### src/rtl/elevator_pkg.sv
// Shared types and default timing constants for the elevator car controller.
package elevator_pkg;

  typedef enum logic [1:0] {
    IDLE      = 2'd0,
    MOVE_UP   = 2'd1,
    MOVE_DOWN = 2'd2,
    DOOR      = 2'd3
  } state_t;

  localparam int MOVE_TICKS_DEF     = 50000;
  localparam int DOOR_TICKS_DEF     = 100000;
  localparam int MOVE_TICKS_SIM_DEF = 4;
  localparam int DOOR_TICKS_SIM_DEF = 6;

  function automatic int max_int(input int a, input int b);
    return (a > b) ? a : b;
  endfunction

endpackage

### src/rtl/elevator_ctrl_if.sv
// Call-button and car-status bundle between the panel side (master) and the controller (slave).
// ELEVATOR_DOOR_HOLD_EN adds the door_hold button.
interface elevator_ctrl_if #(
  parameter int FLOORS = 8
);
  localparam int FW = $clog2(FLOORS);

  logic [FLOORS-1:0] call_req;
`ifdef ELEVATOR_DOOR_HOLD_EN
  logic              door_hold;
`endif
  logic [FW-1:0]     floor;
  logic              move_up;
  logic              move_down;
  logic              door_open;
  logic [FLOORS-1:0] pending;

`ifdef ELEVATOR_DOOR_HOLD_EN
  modport master (
    output call_req, door_hold,
    input  floor, move_up, move_down, door_open, pending
  );
  modport slave (
    input  call_req, door_hold,
    output floor, move_up, move_down, door_open, pending
  );
`else
  modport master (
    output call_req,
    input  floor, move_up, move_down, door_open, pending
  );
  modport slave (
    input  call_req,
    output floor, move_up, move_down, door_open, pending
  );
`endif

endinterface

### src/rtl/elevator_ctrl_tick_timer.sv
// Up-counter shared by the travel and door phases; done flags the terminal count
// and the counter clears itself on the following edge.
module tick_timer #(
  parameter int W = 4
) (
  input  logic         clk,
  input  logic         rst_n,
  input  logic         clr,
  input  logic         hold,
  input  logic [W-1:0] terminal,
  output logic         done
);

  logic [W-1:0] cnt_r;

  assign done = (cnt_r == terminal);

  // Count register: clear, hold at zero, wrap at terminal, otherwise increment.
  always_ff @(posedge clk) begin
    if (!rst_n) begin
      cnt_r <= '0;
    end else if (clr || hold || done) begin
      cnt_r <= '0;
    end else begin
      cnt_r <= cnt_r + W'(1);
    end
  end

endmodule

### src/rtl/elevator_ctrl.sv
// SCAN-scheduled elevator car controller: latches calls, moves floor by floor, opens the door.
// Optional ELEVATOR_DOOR_HOLD_EN: door_hold keeps the door timer at zero while asserted.
module elevator_ctrl
  import elevator_pkg::*;
#(
  parameter bit SIMULATION     = 1'b0,
  parameter int FLOORS         = 8,
  parameter int MOVE_TICKS     = MOVE_TICKS_DEF,
  parameter int DOOR_TICKS     = DOOR_TICKS_DEF,
  parameter int MOVE_TICKS_SIM = MOVE_TICKS_SIM_DEF,
  parameter int DOOR_TICKS_SIM = DOOR_TICKS_SIM_DEF
) (
  input logic            clk,
  input logic            rst_n,
  elevator_ctrl_if.slave bus
);

  localparam int MOVE_T = SIMULATION ? MOVE_TICKS_SIM : MOVE_TICKS;
  localparam int DOOR_T = SIMULATION ? DOOR_TICKS_SIM : DOOR_TICKS;
  localparam int TW     = $clog2(max_int(MOVE_T, DOOR_T) + 1);
  localparam int FW     = $clog2(FLOORS);
  localparam logic [FW-1:0] TOP_FLOOR = FW'(FLOORS - 1);

  state_t            state_r, state_s;
  logic [FW-1:0]     floor_r, floor_s;
  logic [FLOORS-1:0] pending_r, pending_s, merged_s;
  logic              dir_up_r, dir_up_s;
  logic              move_up_r, move_down_r, door_open_r;
  logic              above_s, below_s, restart_s;
  logic              tmr_clr_s, tmr_hold_s, tmr_done_s;
  logic [TW-1:0]     tmr_term_s;

  function automatic logic any_above(input logic [FLOORS-1:0] v, input logic [FW-1:0] f);
    logic r;
    r = 1'b0;
    for (int i = 0; i < FLOORS; i++) begin
      r = r | (v[i] & (i > int'(f)));
    end
    return r;
  endfunction

  function automatic logic any_below(input logic [FLOORS-1:0] v, input logic [FW-1:0] f);
    logic r;
    r = 1'b0;
    for (int i = 0; i < FLOORS; i++) begin
      r = r | (v[i] & (i < int'(f)));
    end
    return r;
  endfunction

`ifdef ELEVATOR_DOOR_HOLD_EN
  assign tmr_hold_s = (state_r == DOOR) & bus.door_hold;
`else
  assign tmr_hold_s = 1'b0;
`endif

  assign tmr_term_s = (state_r == DOOR) ? TW'(DOOR_T - 1) : TW'(MOVE_T - 1);

  tick_timer #(.W(TW)) u_timer (
    .clk      (clk),
    .rst_n    (rst_n),
    .clr      (tmr_clr_s),
    .hold     (tmr_hold_s),
    .terminal (tmr_term_s),
    .done     (tmr_done_s)
  );

  // Scheduler: next state, floor, direction, request vector and timer control.
  always_comb begin
    state_s   = state_r;
    floor_s   = floor_r;
    dir_up_s  = dir_up_r;
    tmr_clr_s = 1'b0;
    merged_s  = pending_r | bus.call_req;
    above_s   = any_above(pending_r, floor_r);
    below_s   = any_below(pending_r, floor_r);
    restart_s = 1'b0;

    case (state_r)
      IDLE: begin
        tmr_clr_s = 1'b1;
        if (pending_r[floor_r]) begin
          state_s = DOOR;
        end else if ((dir_up_r && above_s) || (!dir_up_r && !below_s && above_s)) begin
          state_s = MOVE_UP;
        end else if (below_s) begin
          state_s = MOVE_DOWN;
        end else begin
          state_s = IDLE;
        end
      end
      MOVE_UP: begin
        if (tmr_done_s) begin
          tmr_clr_s = 1'b1;
          floor_s   = (floor_r == TOP_FLOOR) ? floor_r : floor_r + FW'(1);
          // A call arriving on the same edge as the car still stops it here.
          if (merged_s[floor_s]) begin
            state_s = DOOR;
          end else if (any_above(merged_s, floor_s)) begin
            state_s = MOVE_UP;
          end else begin
            state_s = IDLE;
          end
        end else begin
          state_s = MOVE_UP;
        end
      end
      MOVE_DOWN: begin
        if (tmr_done_s) begin
          tmr_clr_s = 1'b1;
          floor_s   = (floor_r == '0) ? floor_r : floor_r - FW'(1);
          if (merged_s[floor_s]) begin
            state_s = DOOR;
          end else if (any_below(merged_s, floor_s)) begin
            state_s = MOVE_DOWN;
          end else begin
            state_s = IDLE;
          end
        end else begin
          state_s = MOVE_DOWN;
        end
      end
      DOOR: begin
        restart_s = bus.call_req[floor_r] | tmr_hold_s;
        if (restart_s) begin
          tmr_clr_s = 1'b1;
          state_s   = DOOR;
        end else if (tmr_done_s) begin
          tmr_clr_s = 1'b1;
          if (dir_up_r && above_s) begin
            state_s = MOVE_UP;
          end else if (!dir_up_r && below_s) begin
            state_s = MOVE_DOWN;
          end else if (above_s) begin
            state_s = MOVE_UP;
          end else if (below_s) begin
            state_s = MOVE_DOWN;
          end else begin
            state_s = IDLE;
          end
        end else begin
          state_s = DOOR;
        end
      end
      default: begin
        state_s   = IDLE;
        tmr_clr_s = 1'b1;
      end
    endcase

    if (state_s == MOVE_UP) begin
      dir_up_s = 1'b1;
    end else if (state_s == MOVE_DOWN) begin
      dir_up_s = 1'b0;
    end else begin
      dir_up_s = dir_up_r;
    end

    pending_s = merged_s;
    if (state_r == DOOR) begin
      pending_s[floor_r] = 1'b0;
    end else if (state_s == DOOR) begin
      pending_s[floor_s] = 1'b0;
    end else begin
      pending_s = merged_s;
    end
  end

  // State, position, request and registered output flops.
  always_ff @(posedge clk) begin
    if (!rst_n) begin
      state_r     <= IDLE;
      floor_r     <= '0;
      pending_r   <= '0;
      dir_up_r    <= 1'b1;
      move_up_r   <= 1'b0;
      move_down_r <= 1'b0;
      door_open_r <= 1'b0;
    end else begin
      state_r     <= state_s;
      floor_r     <= floor_s;
      pending_r   <= pending_s;
      dir_up_r    <= dir_up_s;
      move_up_r   <= (state_s == MOVE_UP);
      move_down_r <= (state_s == MOVE_DOWN);
      door_open_r <= (state_s == DOOR);
    end
  end

  assign bus.floor     = floor_r;
  assign bus.pending   = pending_r;
  assign bus.move_up   = move_up_r;
  assign bus.move_down = move_down_r;
  assign bus.door_open = door_open_r;

endmodule

### src/flat_wrapper.sv
// flat-port wrapper written by rule: the top's interface ports become plain ports
module elevator_ctrl_flat import elevator_pkg::*;
#(
  parameter bit SIMULATION     = 1'b0,
  parameter int FLOORS         = 8,
  parameter int MOVE_TICKS     = MOVE_TICKS_DEF,
  parameter int DOOR_TICKS     = DOOR_TICKS_DEF,
  parameter int MOVE_TICKS_SIM = MOVE_TICKS_SIM_DEF,
  parameter int DOOR_TICKS_SIM = DOOR_TICKS_SIM_DEF
)
  (clk, rst_n, bus_call_req, bus_floor, bus_move_up, bus_move_down, bus_door_open, bus_pending);
  elevator_ctrl_if #(.FLOORS(FLOORS)) bus_i ();
  input logic clk;
  input logic rst_n;
  input wire logic [$bits(bus_i.call_req)-1:0] bus_call_req;
  output wire logic [$bits(bus_i.floor)-1:0] bus_floor;
  output wire logic [$bits(bus_i.move_up)-1:0] bus_move_up;
  output wire logic [$bits(bus_i.move_down)-1:0] bus_move_down;
  output wire logic [$bits(bus_i.door_open)-1:0] bus_door_open;
  output wire logic [$bits(bus_i.pending)-1:0] bus_pending;
  assign bus_i.call_req = bus_call_req;
  assign bus_floor = bus_i.floor;
  assign bus_move_up = bus_i.move_up;
  assign bus_move_down = bus_i.move_down;
  assign bus_door_open = bus_i.door_open;
  assign bus_pending = bus_i.pending;
  elevator_ctrl #(.SIMULATION(SIMULATION), .FLOORS(FLOORS), .MOVE_TICKS(MOVE_TICKS), .DOOR_TICKS(DOOR_TICKS), .MOVE_TICKS_SIM(MOVE_TICKS_SIM), .DOOR_TICKS_SIM(DOOR_TICKS_SIM)) u_core (.clk(clk), .rst_n(rst_n), .bus(bus_i));
endmodule
### config.mk
export PLATFORM = sky130hd
export DESIGN_NAME = elevator_ctrl_flat
export DESIGN_NICKNAME = d
export VERILOG_FILES = /design/src/rtl/elevator_pkg.sv /design/src/rtl/elevator_ctrl_if.sv /design/src/rtl/elevator_ctrl_tick_timer.sv /design/src/rtl/elevator_ctrl.sv /design/src/flat_wrapper.sv
export SDC_FILE = /design/constraint.sdc
export NUM_CORES = 1
export LEC_CHECK = 0
export ABC_AREA = 1
export BUFFER_PORTS_ARGS = -buffer_cell sky130_fd_sc_hd__buf_2
export CAP_MARGIN = 30
export CORE_MARGIN = 1
export CORE_UTILIZATION = 45
export CTS_CLUSTER_SIZE = 12
export DETAILED_ROUTE_END_ITERATION = 8
export SETUP_SLACK_MARGIN = 0.5
export SLEW_MARGIN = 40
export SYNTH_ARGS = -nofsm -noshare
export SYNTH_HDL_FRONTEND = slang
export SYNTH_SLANG_ARGS = --single-unit
### constraint.sdc
create_clock -name clk -period 2.55 [get_ports clk]
set_clock_uncertainty 0.1 [all_clocks]
set_input_delay 0.255 -clock clk [delete_from_list [all_inputs] [get_ports clk]]
set_output_delay 0.255 -clock clk [all_outputs]
set_load 0.02 [all_outputs]
==> metrics.cfg <==
[floorplanning]
rows=27
die-width_um=77.9
start_util=0.467
io_pins=24
core-area_um2=5540
die_area_um2=6060
fp.dieH_um=77.9

[clock_network]
cts_tree=done
cts.sinks=34
clk_latency_ns=0.27
clk_pin_slew_worst_paths_ns=0.07
clock_path_buffers=2
htreeDepth=2
cts.root.buffer_cell=clkbuf_8
ctsHoldBuffers=0
cts_buffers=5

[flow_run]
maxCapViolations=0

[logic_synthesis]
synthFlopType=dfxtp_1
synth.avg_cell_area_um2=5.86
synth_compound_area_frac=0.113
ys_seq_elements=34
synth_nets=462
synthDistinctLibCells=36
synth_area_um2=2590
synthSimpleGateAreaFrac=0.459
synth_mux_area_frac=0
synth_cells=442
synth_top_family_by_area=simple AND/OR/NAND/NOR gates
synthArstFlopShare=0
yosysSeqAreaShare=0.263
synth_fa_ha_area_frac=0.0483
yosysWarningCount=0
synth_edf_count=0
synth_xor_area_frac=0.0101

[min_path]
hold_start=rst_n
hold_class=in -> reg
hold_path_end=u_core.bus.pending[4]$_SDFF_PN0_
whs_path_depth=3

[global_routing]
global_route.overflow_total=0
grt_pass1_wl_um=13200
grt_max_degree=18
track_usage=0.277
antenna_found_initial=0
grt_pass1_vias=2859

[routing]
via_per_inst=5.20
dr_total_vias=2921
routedWlPerCell_um=14.3
dr.pass1.iters=5
drc=0
first_iter_violations=179
routed_wl_um=8030
ant_nets=0

[layout]
seqCellArea_um2=693
multiInputGateArea_um2=1900
final_cell_mix=110 x nand2_1, 57 x nor2_1, 55 x inv_1
nNetsFinal=510
final_cells=562
final_common_cell=nand2_1
drive_gt1_frac=0.255
area_growth_pct=29.1
fillers=564
antenna_cells=0

[sta]
period_share=0.888
setup-tns-final_ns=0
max_slew_margin=0.779
rsz0062_at_grt=yes
tightest_slew_ns=0.330
hold_violations=0
setup_violations=0
min_period_ns=2.26
fmax_mhz=442
slew_violations=0

[power_and_ir_drop]
p_leak_nw=1.54
pwr_density_cell_nw_per_um2=578
peakVddDrop_uv=347

[worst_setup_path]
ff2ff_path_depth=16
cp_data_required_time_ns=2.65
regToRegStartpoint=u_core.bus.floor[1]$_SDFF_PN0_
criticalPathCategory=reg -> reg
r2r-end=u_core.bus.door_open$_SDFF_PN0_
critPathLaunchType=flip-flop
worstSetupEndpointType=flip-flop
crit_arrival_ns=2.37
crit_fanout=6
rrSetupSlack_ns=0.29

[outcome]
status=completed

[place]
io_buffers=23
dp_hpwl_um=6040
gp_congestion=0.920
dp.cells=535

-- synthesized netlist by cell type (2+ instances only) --
cell	n	area [µm²]
o22ai_1	3	18.8
nand2_1	125	469
xor2_1	3	26.3
nor3b_1	3	22.5
inv_2	2	7.51
o21a_1	3	22.5
nor2_2	2	12.5
ha_1	10	125
nor3_1	9	45.0
nand3_1	59	295
nand4_1	3	18.8
inv_1	59	221
or2_2	2	12.5
dfxtp_1	34	681
o21ai_0	11	55.1
a21boi_0	2	15.0
nor2_1	63	236
o211ai_1	4	30.0
buf_2	4	20.0
nand2_2	3	18.8
o21ai_1	2	10.0
a21oi_1	22	110
-- what timing repair did --
action | in CTS | in global routing
endpoints found under the setup margin | 31 | 22
gates resized for setup | 52 | 29
pin swaps | 18 | 11
setup buffers | 15 | 5
gates cloned | 0 | 0
-- cell type report --
class,count,area share
sequential,34,0.207
multi-input combinational,339,0.568
tap,72,0.0269
clock inverter,2,0.00299
timing repair buffer,48,0.103
inverter,62,0.0722
clock buffer,5,0.0206
-- layer usage --
layer  up-vias  wire length [µm]  GRT usage
met5         -                 0          0
met4         0               228      0.121
met3        16               301     0.0318
met2        70              4050      0.506
met1      1325              3450      0.323
li1       1510                 -          -
-- per-stage QoR --
stage / area (µm²) / power [W] / hold slack (ns) / setup WS, ns / utilization
floorplan: 2630 / 0.00113 / 0.318 / 0.511 / -
global placement: 2820 / 0.00131 / 0.334 / 0.107 / 0.509
detailed placement: 2820 / 0.00131 / 0.340 / 0.123 / 0.509
CTS: 3180 / 0.00177 / 0.239 / 0.384 / 0.574
global route: 3340 / 0.00206 / 0.258 / 0.142 / 0.604
finish: 3340 / 0.00193 / 0.248 / 0.287 / 0.604
-- cell families after synthesis --
group / Yosys count
flip-flops: 34
XOR/XNOR: 3
AO/OA/AOI/OAI: 51
buffers and inverters: 69
AND/OR/NAND/NOR: 275
adder cells (fa/ha/maj): 10
-- sequential cells by signal, summed over array words and instances, names as in the netlist --
signal                count
u_core.bus.move_down      1
u_core.state_r            2
u_core.bus.pending        8
u_core.bus.move_up        1
u_core.u_timer.cnt_r     17
u_core.bus.floor          3
u_core.bus.door_open      1
u_core.dir_up_r           1
-- power by group --
part           total [W]  switching, W  internal [W]
registers       0.000645     0.0000541      0.000591
logic           0.000927      0.000545      0.000382
clock network   0.000362      0.000179      0.000183
total            0.00193      0.000778       0.00116
-- worst max path at each step --
stage	start	endpoint	depth (start not counted)
after floorplan	u_core.bus.floor[0]$_SDFF_PN0_	u_core.dir_up_r$_SDFFE_PP1P_	16
after global placement	u_core.state_r[0]$_SDFF_PN0_	u_core.bus.pending[4]$_SDFF_PN0_	13
after detailed placement	u_core.state_r[0]$_SDFF_PN0_	u_core.bus.pending[1]$_SDFF_PN0_	13
after CTS	u_core.bus.floor[1]$_SDFF_PN0_	u_core.bus.pending[1]$_SDFF_PN0_	15
after global routing	u_core.bus.floor[1]$_SDFF_PN0_	u_core.bus.pending[2]$_SDFF_PN0_	15
final	u_core.bus.floor[1]$_SDFF_PN0_	u_core.bus.door_open$_SDFF_PN0_	16
-- worst max-delay path, stage by stage, from the launching register on --
cell and delay, ns:
dfxtp_4 0.38, clkinvlp_4 0.17, ha_4 0.34, nand2_4 0.08, nand2_4 0.10, nand2_1 0.07
nand2_1 0.06, nand2_1 0.06, nand3_2 0.07, nand2_1 0.05, nand3_1 0.06, nand2_1 0.08
nand3_2 0.10, nand2_4 0.08, buf_4 0.13, buf_4 0.13, nor3_2 0.13
Power figures use the tool's default switching activity.
